--- src/rtl/cache_wb_buffer_pkg.sv ---
// Shared LC-3b cache types and default geometry for the write-back buffer.
package cache_wb_buffer_pkg;

   localparam int unsigned LC3B_WORD_W   = 16;
   localparam int unsigned LC3B_LINE_W   = 128;
   localparam int unsigned LC3B_OFFSET_W = 4;

   typedef logic [LC3B_WORD_W-1:0]                 lc3b_word;
   typedef logic [LC3B_LINE_W-1:0]                 lc3b_c_line;
   typedef logic [LC3B_WORD_W-LC3B_OFFSET_W-1:0]   lc3b_c_line_addr;

   // Line address of a byte address (offset bits dropped).
   function automatic lc3b_c_line_addr line_addr(input lc3b_word byte_addr);
      return byte_addr[LC3B_WORD_W-1:LC3B_OFFSET_W];
   endfunction

endpackage

--- src/rtl/cache_wb_entry.sv ---
// Single victim-line holding register: valid, line tag and data, with tag match.
module cache_wb_entry
   import cache_wb_buffer_pkg::*;
#(
   parameter int unsigned ADDR_WIDTH  = LC3B_WORD_W,
   parameter int unsigned LINE_WIDTH  = LC3B_LINE_W,
   parameter int unsigned OFFSET_BITS = LC3B_OFFSET_W
) (
   input  logic                              clk,
   input  logic                              rst_n,
   input  logic                              load,
   input  logic                              clear,
   input  logic [ADDR_WIDTH-OFFSET_BITS-1:0] load_tag,
   input  logic [LINE_WIDTH-1:0]             load_data,
   input  logic [ADDR_WIDTH-OFFSET_BITS-1:0] cmp_tag,
   output logic                              valid,
   output logic [ADDR_WIDTH-1:0]             addr,
   output logic [LINE_WIDTH-1:0]             data,
   output logic                              match
);

   localparam int unsigned TagWidth = ADDR_WIDTH - OFFSET_BITS;

   logic                  valid_q;
   logic [TagWidth-1:0]   tag_q;
   logic [LINE_WIDTH-1:0] data_q;

   // Load wins over clear; the FSM never asserts both in one cycle.
   always_ff @(posedge clk or negedge rst_n) begin
      if (!rst_n) begin
         valid_q <= 1'b0;
         tag_q   <= '0;
         data_q  <= '0;
      end else if (load) begin
         valid_q <= 1'b1;
         tag_q   <= load_tag;
         data_q  <= load_data;
      end else if (clear) begin
         valid_q <= 1'b0;
      end
   end

   always_comb begin
      valid = valid_q;
      addr  = {tag_q, {OFFSET_BITS{1'b0}}};
      data  = data_q;
      match = valid_q && (tag_q == cmp_tag);
   end

endmodule

--- src/rtl/cache_wb_buffer.sv ---
// Single-entry victim buffer between L1 cache and pmem; evictions are absorbed, drained when idle.
// Define CACHE_WB_READ_FORWARD_EN to serve reads that hit the held line directly from the entry.
module cache_wb_buffer
   import cache_wb_buffer_pkg::*;
#(
   parameter int unsigned ADDR_WIDTH  = LC3B_WORD_W,
   parameter int unsigned LINE_WIDTH  = LC3B_LINE_W,
   parameter int unsigned OFFSET_BITS = LC3B_OFFSET_W
) (
   input  logic                  clk,
   input  logic                  rst_n,
   input  logic                  cache_read,
   input  logic                  cache_write,
   input  logic [ADDR_WIDTH-1:0] cache_address,
   input  logic [LINE_WIDTH-1:0] cache_wdata,
   output logic [LINE_WIDTH-1:0] cache_rdata,
   output logic                  cache_resp,
   output logic                  pmem_read,
   output logic                  pmem_write,
   output logic [ADDR_WIDTH-1:0] pmem_address,
   output logic [LINE_WIDTH-1:0] pmem_wdata,
   input  logic [LINE_WIDTH-1:0] pmem_rdata,
   input  logic                  pmem_resp
);

   localparam int unsigned TagWidth = ADDR_WIDTH - OFFSET_BITS;

   typedef enum logic [1:0] {S_IDLE, S_RESP, S_READ, S_DRAIN} state_t;

   state_t                state_q, state_d;
   logic [LINE_WIDTH-1:0] rdata_q, rdata_d;

   logic                  entry_load;
   logic                  entry_clear;
   logic                  entry_valid;
   logic                  entry_match;
   logic [ADDR_WIDTH-1:0] entry_addr;
   logic [LINE_WIDTH-1:0] entry_data;
   logic [TagWidth-1:0]   req_tag;
   logic                  unused_offset;

   assign req_tag       = cache_address[ADDR_WIDTH-1:OFFSET_BITS];
   assign unused_offset = ^cache_address[OFFSET_BITS-1:0];

   cache_wb_entry #(
      .ADDR_WIDTH  (ADDR_WIDTH),
      .LINE_WIDTH  (LINE_WIDTH),
      .OFFSET_BITS (OFFSET_BITS)
   ) u_entry (
      .clk       (clk),
      .rst_n     (rst_n),
      .load      (entry_load),
      .clear     (entry_clear),
      .load_tag  (req_tag),
      .load_data (cache_wdata),
      .cmp_tag   (req_tag),
      .valid     (entry_valid),
      .addr      (entry_addr),
      .data      (entry_data),
      .match     (entry_match)
   );

   always_ff @(posedge clk or negedge rst_n) begin
      if (!rst_n) begin
         state_q <= S_IDLE;
         rdata_q <= '0;
      end else begin
         state_q <= state_d;
         rdata_q <= rdata_d;
      end
   end

   assign cache_rdata = rdata_q;

   // Strobes decode straight from state so an async reset drops them immediately.
   always_comb begin
      state_d      = state_q;
      rdata_d      = rdata_q;
      entry_load   = 1'b0;
      entry_clear  = 1'b0;
      cache_resp   = 1'b0;
      pmem_read    = 1'b0;
      pmem_write   = 1'b0;
      pmem_address = '0;
      pmem_wdata   = '0;
      unique case (state_q)
         S_IDLE: begin
            if (cache_read) begin
`ifdef CACHE_WB_READ_FORWARD_EN
               if (entry_match) begin
                  rdata_d = entry_data;
                  state_d = S_RESP;
               end else begin
                  state_d = S_READ;
               end
`else
               // Flush the matching line first so pmem is coherent before the refill.
               state_d = entry_match ? S_DRAIN : S_READ;
`endif
            end else if (cache_write) begin
               if (!entry_valid || entry_match) begin
                  entry_load = 1'b1;
                  state_d    = S_RESP;
               end else begin
                  state_d = S_DRAIN;
               end
            end else if (entry_valid) begin
               state_d = S_DRAIN;
            end
         end
         S_RESP: begin
            cache_resp = 1'b1;
            state_d    = S_IDLE;
         end
         S_READ: begin
            pmem_read    = 1'b1;
            pmem_address = {req_tag, {OFFSET_BITS{1'b0}}};
            if (pmem_resp) begin
               rdata_d = pmem_rdata;
               state_d = S_RESP;
            end
         end
         S_DRAIN: begin
            pmem_write   = 1'b1;
            pmem_address = entry_addr;
            pmem_wdata   = entry_data;
            if (pmem_resp) begin
               entry_clear = 1'b1;
               state_d     = S_IDLE;
            end
         end
         default: state_d = S_IDLE;
      endcase
   end

   rd_wr_exclusive: assert property (@(posedge clk) disable iff (!rst_n)
      !(cache_read && cache_write));
   pmem_strobe_exclusive: assert property (@(posedge clk) disable iff (!rst_n)
      !(pmem_read && pmem_write));
   cache_resp_single: assert property (@(posedge clk) disable iff (!rst_n)
      cache_resp |=> !cache_resp);

endmodule

--- config.mk ---
export PLATFORM = sky130hd
export DESIGN_NAME = cache_wb_buffer
export DESIGN_NICKNAME = d
export VERILOG_FILES = /design/src/rtl/cache_wb_buffer_pkg.sv /design/src/rtl/cache_wb_entry.sv /design/src/rtl/cache_wb_buffer.sv
export SDC_FILE = /design/constraint.sdc
export NUM_CORES = 1
export LEC_CHECK = 0
export ABC_AREA = 1
export BUFFER_PORTS_ARGS = -buffer_cell sky130_fd_sc_hd__buf_2
export CORE_AREA = 2 2 214 216
export DETAILED_ROUTE_END_ITERATION = 6
export DIE_AREA = 0 0 216 218
export SYNTH_ARGS = -nofsm -noshare
export SYNTH_HDL_FRONTEND = slang
export SYNTH_SLANG_ARGS = --single-unit
--- constraint.sdc ---
create_clock -name clk -period 4.5 [get_ports clk]
set_input_delay 1.125 -clock clk [delete_from_list [all_inputs] [get_ports clk]]
set_output_delay 1.125 -clock clk [all_outputs]
set_load 0.01 [all_outputs]
==> flow_summary.toml <==
[grt]
grt_max_degree = 142
track_usage = 0.156
grt_pass1_vias = 10417
grt.overflow.total = 0
grt_antenna_before_repair = 9
grt_first_pass_wirelength_microns = 58900

[worst_setup_path]
crit_arrival_ps = 2380
worstPathMaxFanout = 48
r2r_start = "state_q[1]$_DFFE_PN0P_"
r2r_slack_ps = 1930
critPathKind = "flop to primary output"
worst_setup_path_end_kind = "primary output"
crit_path_start_kind = "flop"
startpoint = "state_q[0]$_DFFE_PN0P_"
crit_required_ps = 3380

[placement]
dp_hpwl_microns = 27000
port_buffers = 543
routabilityCongestion = 0.811
dp.cells = 2335

[clocking]
clockBufferDepth = 3
cts_resized = 0
hold_buffers = 0
ctsRootBufferMaster = "clkbuf_16"
clk_latency_ps = 580
htree_levels = 1
cts-buffers-inserted = 31
cts_setup_buffers = 0
cts_tree = "yes"
cts_sinks = 271
clk_pin_slew_ps = 60

[floorplan]
start_util = 0.269
dieArea_sq_mm = 0.0471
dieWidth_microns = 216
num_rows = 78
num_io_pins = 552
core_area_sq_mm = 0.0449
die_height_microns = 218

[route]
ant_nets = 0
dr.first_iter.drc_count = 625
drt_wl_total_microns = 38600
dr_total_vias = 10694
drt-pass1-iter-count = 5
routedWlPerCell_microns = 16.1
via_per_inst = 4.47
route.detailed.drc = 0

[sta]
min_period_ps = 3500
worst_slew_pin_slew_ps = 958
maxSlewViolCount = 0
maxSlewHeadroom = 0.361
skew_ps = 11.2
setup_violations = 0
whs_ps = 469
timing.setup.tns_ps = 0
max_freq_mhz = 285
grt_setup_unrepaired = "false"
post-route-period-util = 0.779
hold_violations = 0

[synthesis]
synth_seq_cells = 271
syn-instance-count = 1265
yosysUniqueCellTypes = 22
syn_area_sq_mm = 0.0121
synth.yosys.seq_area_share = 0.561
avgSynthCellArea_sq_um = 9.56
yosys_warnings = 0

[layout]
fill_cells = 4606
fin_cells = 2392
mostFrequentLayoutCell = "buf_2"
drive_above_1_share = 0.422
nNetsFinal = 2045
layout_common_cells = "buf_2 (542), nand2_1 (318), dfrtp_1 (271)"
synthToLayoutAreaGrowth_pct = 35.5

[pwr]
switching_share = 0.377
seq_power_share = 0.379
internal_power_mw = 7.00
p_leak_nw = 8.98
p_switching_mw = 4.24
irDropWorstVdd_uv = 305
combPwrFrac = 0.387
p_per_area_mw_per_mm2 = 687
pwr-share-clk = 0.234

[hold_path]
worstHoldStart = "u_entry.data[79]$_DFFE_PN0P_"
min_path_type = "flop to flop"

[flow_run]
drv_cap = 0

[outcome]
status = "completed"
==> registers in the layout (all words and copies together) (netlist names) <==
| name | flops |
|---|---|
| u_entry.valid | 1 |
| state_q | 2 |
| cache_rdata | 128 |
| u_entry.tag_q | 12 |
| u_entry.data | 128 |
==> power groups by stage <==
stage	registers, mW	clock network (mW)	logic (mW)
after floorplan	4.46	0	2.50
after global placement	4.24	0	4.36
after detailed placement	4.30	0	4.42
after CTS	4.27	2.71	4.44
after global routing	4.41	2.82	4.82
final	4.26	2.63	4.35
==> path summary, 6_finish.rpt <==
path                            cells after the start                       endpoint
worst max-delay path                                4                 pmem_wdata[40]
worst min-delay path                                2   u_entry.data[79]$_DFFE_PN0P_
worst max register to register                      5  u_entry.data[121]$_DFFE_PN0P_
worst min register to register                      2   u_entry.data[79]$_DFFE_PN0P_
max in group asynchronous                           2    cache_rdata[51]$_DFFE_PN0P_
min in group asynchronous                           1   u_entry.data[92]$_DFFE_PN0P_
==> critical path, stage by stage (launching register included) <==
cell and delay [ps]:
dfrtp_1 490, nand2_4 520, buf_4 470, nor2_1 140, buf_2 160
==> cell families after synthesis <==
| logic type | synth area share |
|---|---|
| simple gates | 0.218 |
| flops | 0.561 |
| buf+inv | 0.0908 |
| mux | 0.119 |
| compound gates | 0.00787 |
| xor+xnor | 0.00290 |
| other cells | 0.000310 |
==> metrics by stage <==
step	instance area (sq um)	util	setup WS (ps)	total power, mW
global route	16400	0.365	843	12.1
global placement	15300	0.341	1370	8.61
floorplan	12100	-	2010	6.97
detailed placement	15300	0.341	1350	8.72
CTS	16400	0.365	908	11.4
finish	16400	0.365	997	11.2
==> layer usage <==
layer | part of all wire | global-route usage | routed length, microns
met1 | 0.41 | 0.194 | 15900
met3 | 0.077 | 0.0414 | 2970
met4 | 0.020 | 0.0434 | 782
met5 | 0.0024 | 0 | 93
met2 | 0.49 | 0.266 | 18900
==> final cells by class <==
| class | count | area, sq um | area share |
|---|---|---|---|
| Inverter | 152 | 571 | 0.0348 |
| Sequential cell | 271 | 6780 | 0.414 |
| Multi-Input combinational cell | 752 | 4260 | 0.260 |
| Clock inverter | 14 | 191 | 0.0117 |
| Tap cell | 600 | 751 | 0.0458 |
| Timing Repair Buffer | 560 | 2940 | 0.180 |
| Clock buffer | 40 | 870 | 0.0531 |
| Antenna cell | 3 | 7.51 | 0.000458 |
==> synthesized netlist by cell type (all sizes together) <==
| cell type | count | area, sq um |
|---|---|---|
| dfrtp | 271 | 6780 |
| mux2 | 128 | 1440 |
| nor2 | 137 | 524 |
| clkbuf | 38 | 143 |
| nand3 | 3 | 20.0 |
| buf | 55 | 384 |
| nand2 | 321 | 1210 |
| o21ai | 2 | 10.0 |
| a22o | 4 | 35.0 |
| nand4 | 141 | 882 |
| o22ai | 8 | 50.1 |
| inv | 152 | 571 |
| conb | 1 | 3.75 |
| xnor2 | 4 | 35.0 |
(Power assumes the default switching activity.)
